## config.mk

```make
export PLATFORM = sky130hd
export DESIGN_NAME = psa_block_loader
export DESIGN_NICKNAME = d
export VERILOG_FILES = /design/src/rtl/psa_pkg.sv /design/src/rtl/psa_wr_port.sv /design/src/rtl/psa_block_loader.sv
export SDC_FILE = /design/constraint.sdc
export NUM_CORES = 1
export LEC_CHECK = 0
export ABC_AREA = 0
export CAP_MARGIN = 5
export CELL_PAD_IN_SITES_DETAIL_PLACEMENT = 1
export CELL_PAD_IN_SITES_GLOBAL_PLACEMENT = 1
export CORE_MARGIN = 5
export CORE_UTILIZATION = 50
export DETAILED_ROUTE_END_ITERATION = 10
export DONT_BUFFER_PORTS = 1
export MAX_ROUTING_LAYER = met4
export PLACE_DENSITY_LB_ADDON = 0.08
export SETUP_SLACK_MARGIN = 0.2
export SYNTH_ARGS = -nofsm -noshare
export SYNTH_HDL_FRONTEND = slang
export SYNTH_SLANG_ARGS = --single-unit
```

## constraint.sdc

```tcl
create_clock -name CLK100MHZ -period 9.3 [get_ports CLK100MHZ]
set_input_delay 2.325 -clock CLK100MHZ [delete_from_list [all_inputs] [get_ports CLK100MHZ]]
set_output_delay 2.325 -clock CLK100MHZ [all_outputs]
set_load 0.005 [all_outputs]
```

## src/rtl/psa_pkg.sv

```systemverilog
// Shared constants for the pattern-search block: memory geometry and the
// loader state encoding. The searcher reuses the geometry constants.
package psa_pkg;

  localparam int PSA_ADDR_W = 8;
  localparam int PSA_DATA_W = 8;
  localparam int PSA_DEPTH  = 251;

  typedef enum logic [1:0] {
    ST_IDLE = 2'd0,
    ST_LOAD = 2'd1,
    ST_DONE = 2'd2
  } psa_state_t;

endpackage

```

## src/rtl/psa_wr_port.sv

```systemverilog
// BRAM write port for the block loader: turns an accept strobe plus the
// extended target address into one registered write cycle, and flags
// addresses beyond the last valid word so they are never written.
module psa_wr_port
  import psa_pkg::*;
#(
  parameter int ADDR_W = PSA_ADDR_W,
  parameter int DATA_W = PSA_DATA_W,
  parameter int DEPTH  = PSA_DEPTH
) (
  input  logic              CLK100MHZ,
  input  logic              reset,
  input  logic              acc_vld_p0,
  input  logic [ADDR_W:0]   addr_p0,
  input  logic [DATA_W-1:0] din_p0,
  output logic              range_err,
  output logic              wr_ok,
  output logic              mem_en,
  output logic              mem_we,
  output logic [ADDR_W-1:0] mem_addr,
  output logic [DATA_W-1:0] mem_din
);

  // Compared at full ADDR_W+1 width so a carry out of base+count is caught
  // instead of wrapping to a low address.
  localparam logic [ADDR_W:0] LAST_ADDR = (ADDR_W+1)'(DEPTH - 1);

  assign range_err = addr_p0 > LAST_ADDR;
  assign wr_ok     = acc_vld_p0 && !range_err;

  // p0 -> p1: register one write cycle per in-range accepted byte
  always_ff @(posedge CLK100MHZ or negedge reset) begin
    if (!reset) begin
      mem_en   <= 1'b0;
      mem_we   <= 1'b0;
      mem_addr <= '0;
      mem_din  <= '0;
    end else begin
      mem_en <= wr_ok;
      mem_we <= wr_ok;
      if (wr_ok) begin
        mem_addr <= addr_p0[ADDR_W-1:0];
        mem_din  <= din_p0;
      end
    end
  end

endmodule

```

## src/rtl/psa_block_loader.sv

```systemverilog
// Pattern-search block loader: writes a valid/ready byte stream into the
// search BRAM from a programmable base and reports the stored length.
// Optional build macro PSA_LOADER_CHECKSUM_EN adds an 8-bit wrapping sum
// of all bytes written (output checksum).
module psa_block_loader
  import psa_pkg::*;
#(
  parameter int ADDR_W = PSA_ADDR_W,
  parameter int DATA_W = PSA_DATA_W,
  parameter int DEPTH  = PSA_DEPTH
) (
  input  logic              CLK100MHZ,
  input  logic              reset,
  input  logic              start,
  input  logic [ADDR_W-1:0] base_addr,
  input  logic [ADDR_W:0]   max_len,
  input  logic              hold,
  input  logic              in_valid,
  input  logic [DATA_W-1:0] in_data,
  input  logic              in_last,
  output logic              in_ready,
  output logic              mem_en,
  output logic              mem_we,
  output logic [ADDR_W-1:0] mem_addr,
  output logic [DATA_W-1:0] mem_din,
  output logic              busy,
  output logic              load_done,
  output logic [ADDR_W:0]   loaded_len,
  output logic              overflow
`ifdef PSA_LOADER_CHECKSUM_EN
  ,
  output logic [DATA_W-1:0] checksum
`endif
);

  psa_state_t        state_q, state_d;
  logic [ADDR_W-1:0] base_q;
  logic [ADDR_W:0]   max_q;
  logic [ADDR_W:0]   count_q;
  logic [ADDR_W:0]   count_nxt;
  logic [ADDR_W:0]   addr_p0;
  logic              accept;
  logic              start_ok;
  logic              blk_end;
  logic              range_err;
  logic              wr_ok;

  assign in_ready  = (state_q == ST_LOAD) && !hold;
  assign accept    = in_valid && in_ready;
  assign start_ok  = start && (state_q != ST_LOAD);
  assign count_nxt = count_q + (ADDR_W+1)'(1);
  assign addr_p0   = {1'b0, base_q} + count_q;
  // Any one of these closes the block; they may coincide on one byte.
  assign blk_end   = range_err || in_last || (count_nxt == max_q);
  assign busy      = (state_q == ST_LOAD);
  assign load_done = (state_q == ST_DONE);

  psa_wr_port #(
    .ADDR_W (ADDR_W),
    .DATA_W (DATA_W),
    .DEPTH  (DEPTH)
  ) u_wr_port (
    .CLK100MHZ  (CLK100MHZ),
    .reset      (reset),
    .acc_vld_p0 (accept),
    .addr_p0    (addr_p0),
    .din_p0     (in_data),
    .range_err  (range_err),
    .wr_ok      (wr_ok),
    .mem_en     (mem_en),
    .mem_we     (mem_we),
    .mem_addr   (mem_addr),
    .mem_din    (mem_din)
  );

  // State register
  always_ff @(posedge CLK100MHZ or negedge reset) begin
    if (!reset) state_q <= ST_IDLE;
    else        state_q <= state_d;
  end

  // Next-state: start is honoured only outside LOAD
  always_comb begin
    state_d = state_q;
    case (state_q)
      ST_IDLE, ST_DONE: begin
        if (start) state_d = (max_len == '0) ? ST_DONE : ST_LOAD;
      end
      ST_LOAD: begin
        if (accept && blk_end) state_d = ST_DONE;
      end
      default: state_d = ST_IDLE;
    endcase
  end

  // Load bookkeeping: latched parameters, write count, result length, overflow
  always_ff @(posedge CLK100MHZ or negedge reset) begin
    if (!reset) begin
      base_q     <= '0;
      max_q      <= '0;
      count_q    <= '0;
      loaded_len <= '0;
      overflow   <= 1'b0;
    end else if (start_ok) begin
      base_q     <= base_addr;
      max_q      <= max_len;
      count_q    <= '0;
      loaded_len <= '0;
      overflow   <= 1'b0;
    end else if (accept) begin
      if (wr_ok)     count_q  <= count_nxt;
      if (range_err) overflow <= 1'b1;
      // A rejected byte is not counted in the reported length
      if (blk_end)   loaded_len <= range_err ? count_q : count_nxt;
    end
  end

`ifdef PSA_LOADER_CHECKSUM_EN
  // Running sum tracks exactly the bytes that reach the BRAM
  always_ff @(posedge CLK100MHZ or negedge reset) begin
    if (!reset)        checksum <= '0;
    else if (start_ok) checksum <= '0;
    else if (wr_ok)    checksum <= checksum + in_data;
  end
`endif

endmodule

```

Yosys cells after proc, flatten, opt, wreduce, memory -nomap -nowiden --
Cells that the tools add are included.
Word-level totals: register bits after elaboration 55, input port bits 31, output and inout port bits 31, logic and storage cells 52
Operators by class: add/sub/neg operators 2, $lt $le $gt $ge 1, eq/ne operators 6, mux-type cells 14, reductions and logical operators 20
Operators by type and width (number):
- 9-bit 2-to-1 mux | 7
- 8-bit by 9-bit adder with 9-bit output | 1
- 9-bit by 1-bit adder with 9-bit output, second input constant | 1
- 9-bit equality test | 1
- 9-bit by 8-bit greater-than comparator with 1-bit output, second input constant | 1
- 9-bit logical NOT | 1
- 2-bit AND reduction | 4
- 2-bit nonzero test | 4
- 2-bit 2-to-1 mux | 3
- 1-bit logical AND | 5
- 2-bit by 1-bit != test with 1-bit output, second input constant | 2
- 2-bit case mux with 2 select lines | 1
- 1-bit 2-to-1 mux | 3
- 2-bit by 1-bit equality test with 1-bit output, second input constant | 1
- 2-bit equality test, second input constant | 1
- 1-bit logical NOT | 2
- 2-bit logical NOT | 1
- 1-bit logical OR | 2
- 2-bit != test, second input constant | 1
- 2-bit OR reduction | 1

Longest topological paths before layout --
word-level depth 7, depth in mapped cells 12, depth with buffers taken out 10

Modules after synthesis --
From an unflattened synthesis, not the netlist that was laid out.
Unflattened totals: cells, all modules 286, area, all modules 3166.8 um^2
By module, submodules not included:
- psa_block_loader | times used 1, cells each 240, area an instance 2429.8 um^2, sequential area each 950.9 um^2
- psa_wr_port | times used 1, cells each 46, area an instance 737.0 um^2, sequential area each 425.4 um^2

Worst setup path after synthesis --
OpenSTA, ideal clock, no wires.
path kind input -> output, start point input hold, end point output in_ready, data arrival time 2431 ps, required time 6975 ps, setup slack 4544 ps, stages on the path 1, path buffers 0, path through nor2_1
On the way: cells in the longest elaborated chain, start to end 2
Ends and longest elaborated chain:
- from (decl) | RTL line psa_block_loader.sv:17 | input logic hold,
- 1-bit logical NOT | RTL line psa_block_loader.sv:48 | assign in_ready = (state_q == ST_LOAD) && !hold;
- 1-bit logical AND | RTL line psa_block_loader.sv:48
- to (decl) | RTL line psa_block_loader.sv:21 | output logic in_ready,
Every way passes these cells.

Worst setup path after layout --
Ends and elaborated chain as after synthesis.

==> flow_summary_export.csv <==
group,metric,value,unit
setup_path,required,6.98,ns
floorplan,die_area,0.00789,sq mm
floorplan,design.core.area,0.00599,sq mm
setup_path,cp-start-kind,"input port",
sta,min_period_over_period,51.4,%
grt,grt-ovfl-total,0,
yosys,synth_cell_types,51,
placed_design,dp_hpwl,5330,um
cells_and_area,final_util,53.7,%
setup_path,crit_path_max_incr_delay,0.13,ns
yosys,yosys_warnings,0,
clocking,htreeDepth,2,
grt,grt_max_degree,56,
detailed_routing,postRouteAntennaNets,0,
cells_and_area,nets,358,
yosys,ys_async_sr_fraction,100,%
sta,final-max-slew-violation-count,0,
grt,grtUsageTotal,20.8,%
clocking,cts_buffer_depth,2,
setup_path,critPathKind,"in -> out",
floorplan,ioPinCount,62,
yosys,synth_seq_cells,55,
cells_and_area,drive_gt1_share,8.81,%
cells_and_area,nFillCells,695,
detailed_routing,post_drt_wl_per_cell,18.4,um
grt,grt_pass1_wl,12300,um
sta,grt_setup_unrepaired,"false",
power_and_ir_drop,design_power_total,0.882,mW
sta,worst_slew_pin_slew,0.989,ns
yosys,synth-main-ff-cell,"dfrtp_1",
cells_and_area,instances_no_fill,393,
clocking,clkTransAtPathRegs,0.11,ns
clocking,cts_tree,"done",
setup_path,setup.worst_path.end_class,"primary output",
clocking,cts_root_buffer,"clkbuf_8",
yosys,synthesis.nets,368,
power_and_ir_drop,leakage,1.51,nW
sta,finalSetupTns,0,ns
detailed_routing,route.detailed.drc,0,
clocking,postCtsHoldBufs,0,
sta,fin_ws,4.52,ns
yosys,syn_inst,327,
worst_hold_path,min_path_type,"reg -> reg",
sta,fmax,0.209,GHz
status,outcome,"complete, no violations",
placed_design,dp_cells,385,
clocking,cts_resized,0,
detailed_routing,first_pass_iters,4,
yosys,synth_top_cells_by_area,"dfrtp_1, nand2_1, xor2_1",
setup_path,cp.arrival,2.45,ns
yosys,synth_top_cell_area_share,44.3,%
sta,maxSlewHeadroom,33.8,%
setup_path,worst-path-max-fanout,2,
clocking,cts_made_buffers,5,
clocking,insertion_delay,0.32,ns
grt,antenna_found_initial,0,
power_and_ir_drop,vdd_drop_max,0.127,mV
setup_path,worst_path_max_delay_cell,"nor2_1",
sta,fin_skew,0.00739,ns
yosys,synth_top_area_cell,"dfrtp_1",
detailed_routing,routed_via_density,5.99,
placed_design,pre_cts_ws,4.52,ns
floorplan,die_y,88.8,um
floorplan,floorplan.initialDensity,51.9,%
grt,grt_pass1_vias,2526,
yosys,synthTopCellsByCount,"nand2_1, dfrtp_1, nor2_1",
yosys,netlist_area,0.00311,sq mm
yosys,syn_area_per_cell,9.50,sq um
sta,finalSetupViolCount,0,
job,drv_cap,0,
sta,final-hold-violation-count,0,
detailed_routing,drtIter0Drc,82,
clocking,cts.sinks,55,
setup_path,critPathTopFamily,"simple AND/OR/NAND/NOR gates",
clocking,post-cts-setup-buffers,0,
placed_design,gp_congestion,0.819,
placed_design,port_buffers,0,
setup_path,path_cells,"nor2_1",
yosys,seq_area_frac_synth,44.3,%
cells_and_area,area_growth_syn_to_layout,3.62,%
sta,min_period,4.78,ns
setup_path,path_buf_inv,0,
power_and_ir_drop,power.density,274,mW/mm^2
detailed_routing,finalWirelength,7250,um
floorplan,rows,28,
detailed_routing,num_vias,2354,
yosys,yosysMostFrequentCell,"nand2_1",
yosys,synth_edf_count,0,
setup_path,reg2reg_slack,5.30,ns
cells_and_area,antenna_cells,0,
floorplan,die_w,88.8,um
through the flow:
stage,area (sq um),hold WS (ns)
4_1_cts,3220,0.514
6_report,3220,0.506
3_3_place_gp,3120,0.473
2_1_floorplan,3110,0.452
5_1_grt,3220,0.531
3_5_place_dp,3120,0.487
flip-flops by register name, indices dropped and copies added (netlist names):
signal	cells
state_q	2
u_wr_port.mem_din	8
max_q	9
loaded_len	9
count_q	9
u_wr_port.mem_en	1
u_wr_port.mem_addr	8
overflow	1
base_q	8
cell type report:
| cell class | count | area, sq um | area share, % |
|---|---|---|---|
| Multi-Input combinational cell | 237 | 1570 | 48.8 |
| Sequential cell | 55 | 1380 | 42.8 |
| Tap cell | 75 | 93.8 | 2.91 |
| Clock buffer | 5 | 68.8 | 2.14 |
| Inverter | 15 | 56.3 | 1.75 |
| Clock inverter | 3 | 31.3 | 0.972 |
| Timing Repair Buffer | 3 | 22.5 | 0.700 |
report_power, final:
group	switching, mW	internal [mW]	leakage (nW)
Combinational	0.185	0.134	0.756
Clock	0.0886	0.0580	0.0526
Sequential	0.0846	0.332	0.702
cell families after synthesis:
group | after synthesis | share of synthesized area, %
compound gates | 56 | 14.3
xor+xnor | 26 | 7.57
fa+ha+maj | 10 | 4.27
buf+inv | 35 | 5.15
flops | 55 | 44.3
mux | 15 | 5.24
simple gates | 130 | 19.2
layer usage:
layer / share of wire [%] / vias to the layer above / wire length [um] / track usage (%)
met5: 0 / - / 0 / -
li1: - / 1117 / - / -
met2: 48 / 50 / 3490 / 32.7
met4: 1.1 / 0 / 80 / 5.49
met1: 47 / 1178 / 3390 / 27.2
met3: 4.1 / 9 / 296 / 4.47
cell usage in the layout, fill, tap and decap left out, types with 2 or more instances in the layout:
master	count
mux2i_1	5
mux2_2	10
inv_1	14
a211o_1	6
o31ai_1	2
nor4_1	3
o311ai_0	5
nand2b_1	5
clkbuf_8	5
nor3b_1	4
o21ai_1	2
ha_1	9
o21bai_1	2
xnor2_1	12
nor3_1	11
dfrtp_1	55
o211ai_1	2
o22ai_1	2
nor2_1	19
and3_1	3
inv_8	2
nand3_1	9
nor2b_1	2
o2111a_1	2
a221oi_1	7
xor2_1	13
a21oi_1	3
o21ai_0	11
nand2_1	67
a211oi_1	2
buf_4	3
a21o_1	2
worst paths after layout:
kind / from / endpoint / cells past startpoint
max: hold / in_ready / 1
min: base_q[0] / base_q[0] / 2
max reg2reg: count_q[0] / count_q[7] / 11
min reg2reg: base_q[0] / base_q[0] / 2
max in group asynchronous: reset / count_q[2] / 0
min in group asynchronous: reset / u_wr_port.mem_addr[4] / 0
Power figures use the tool's default switching activity.
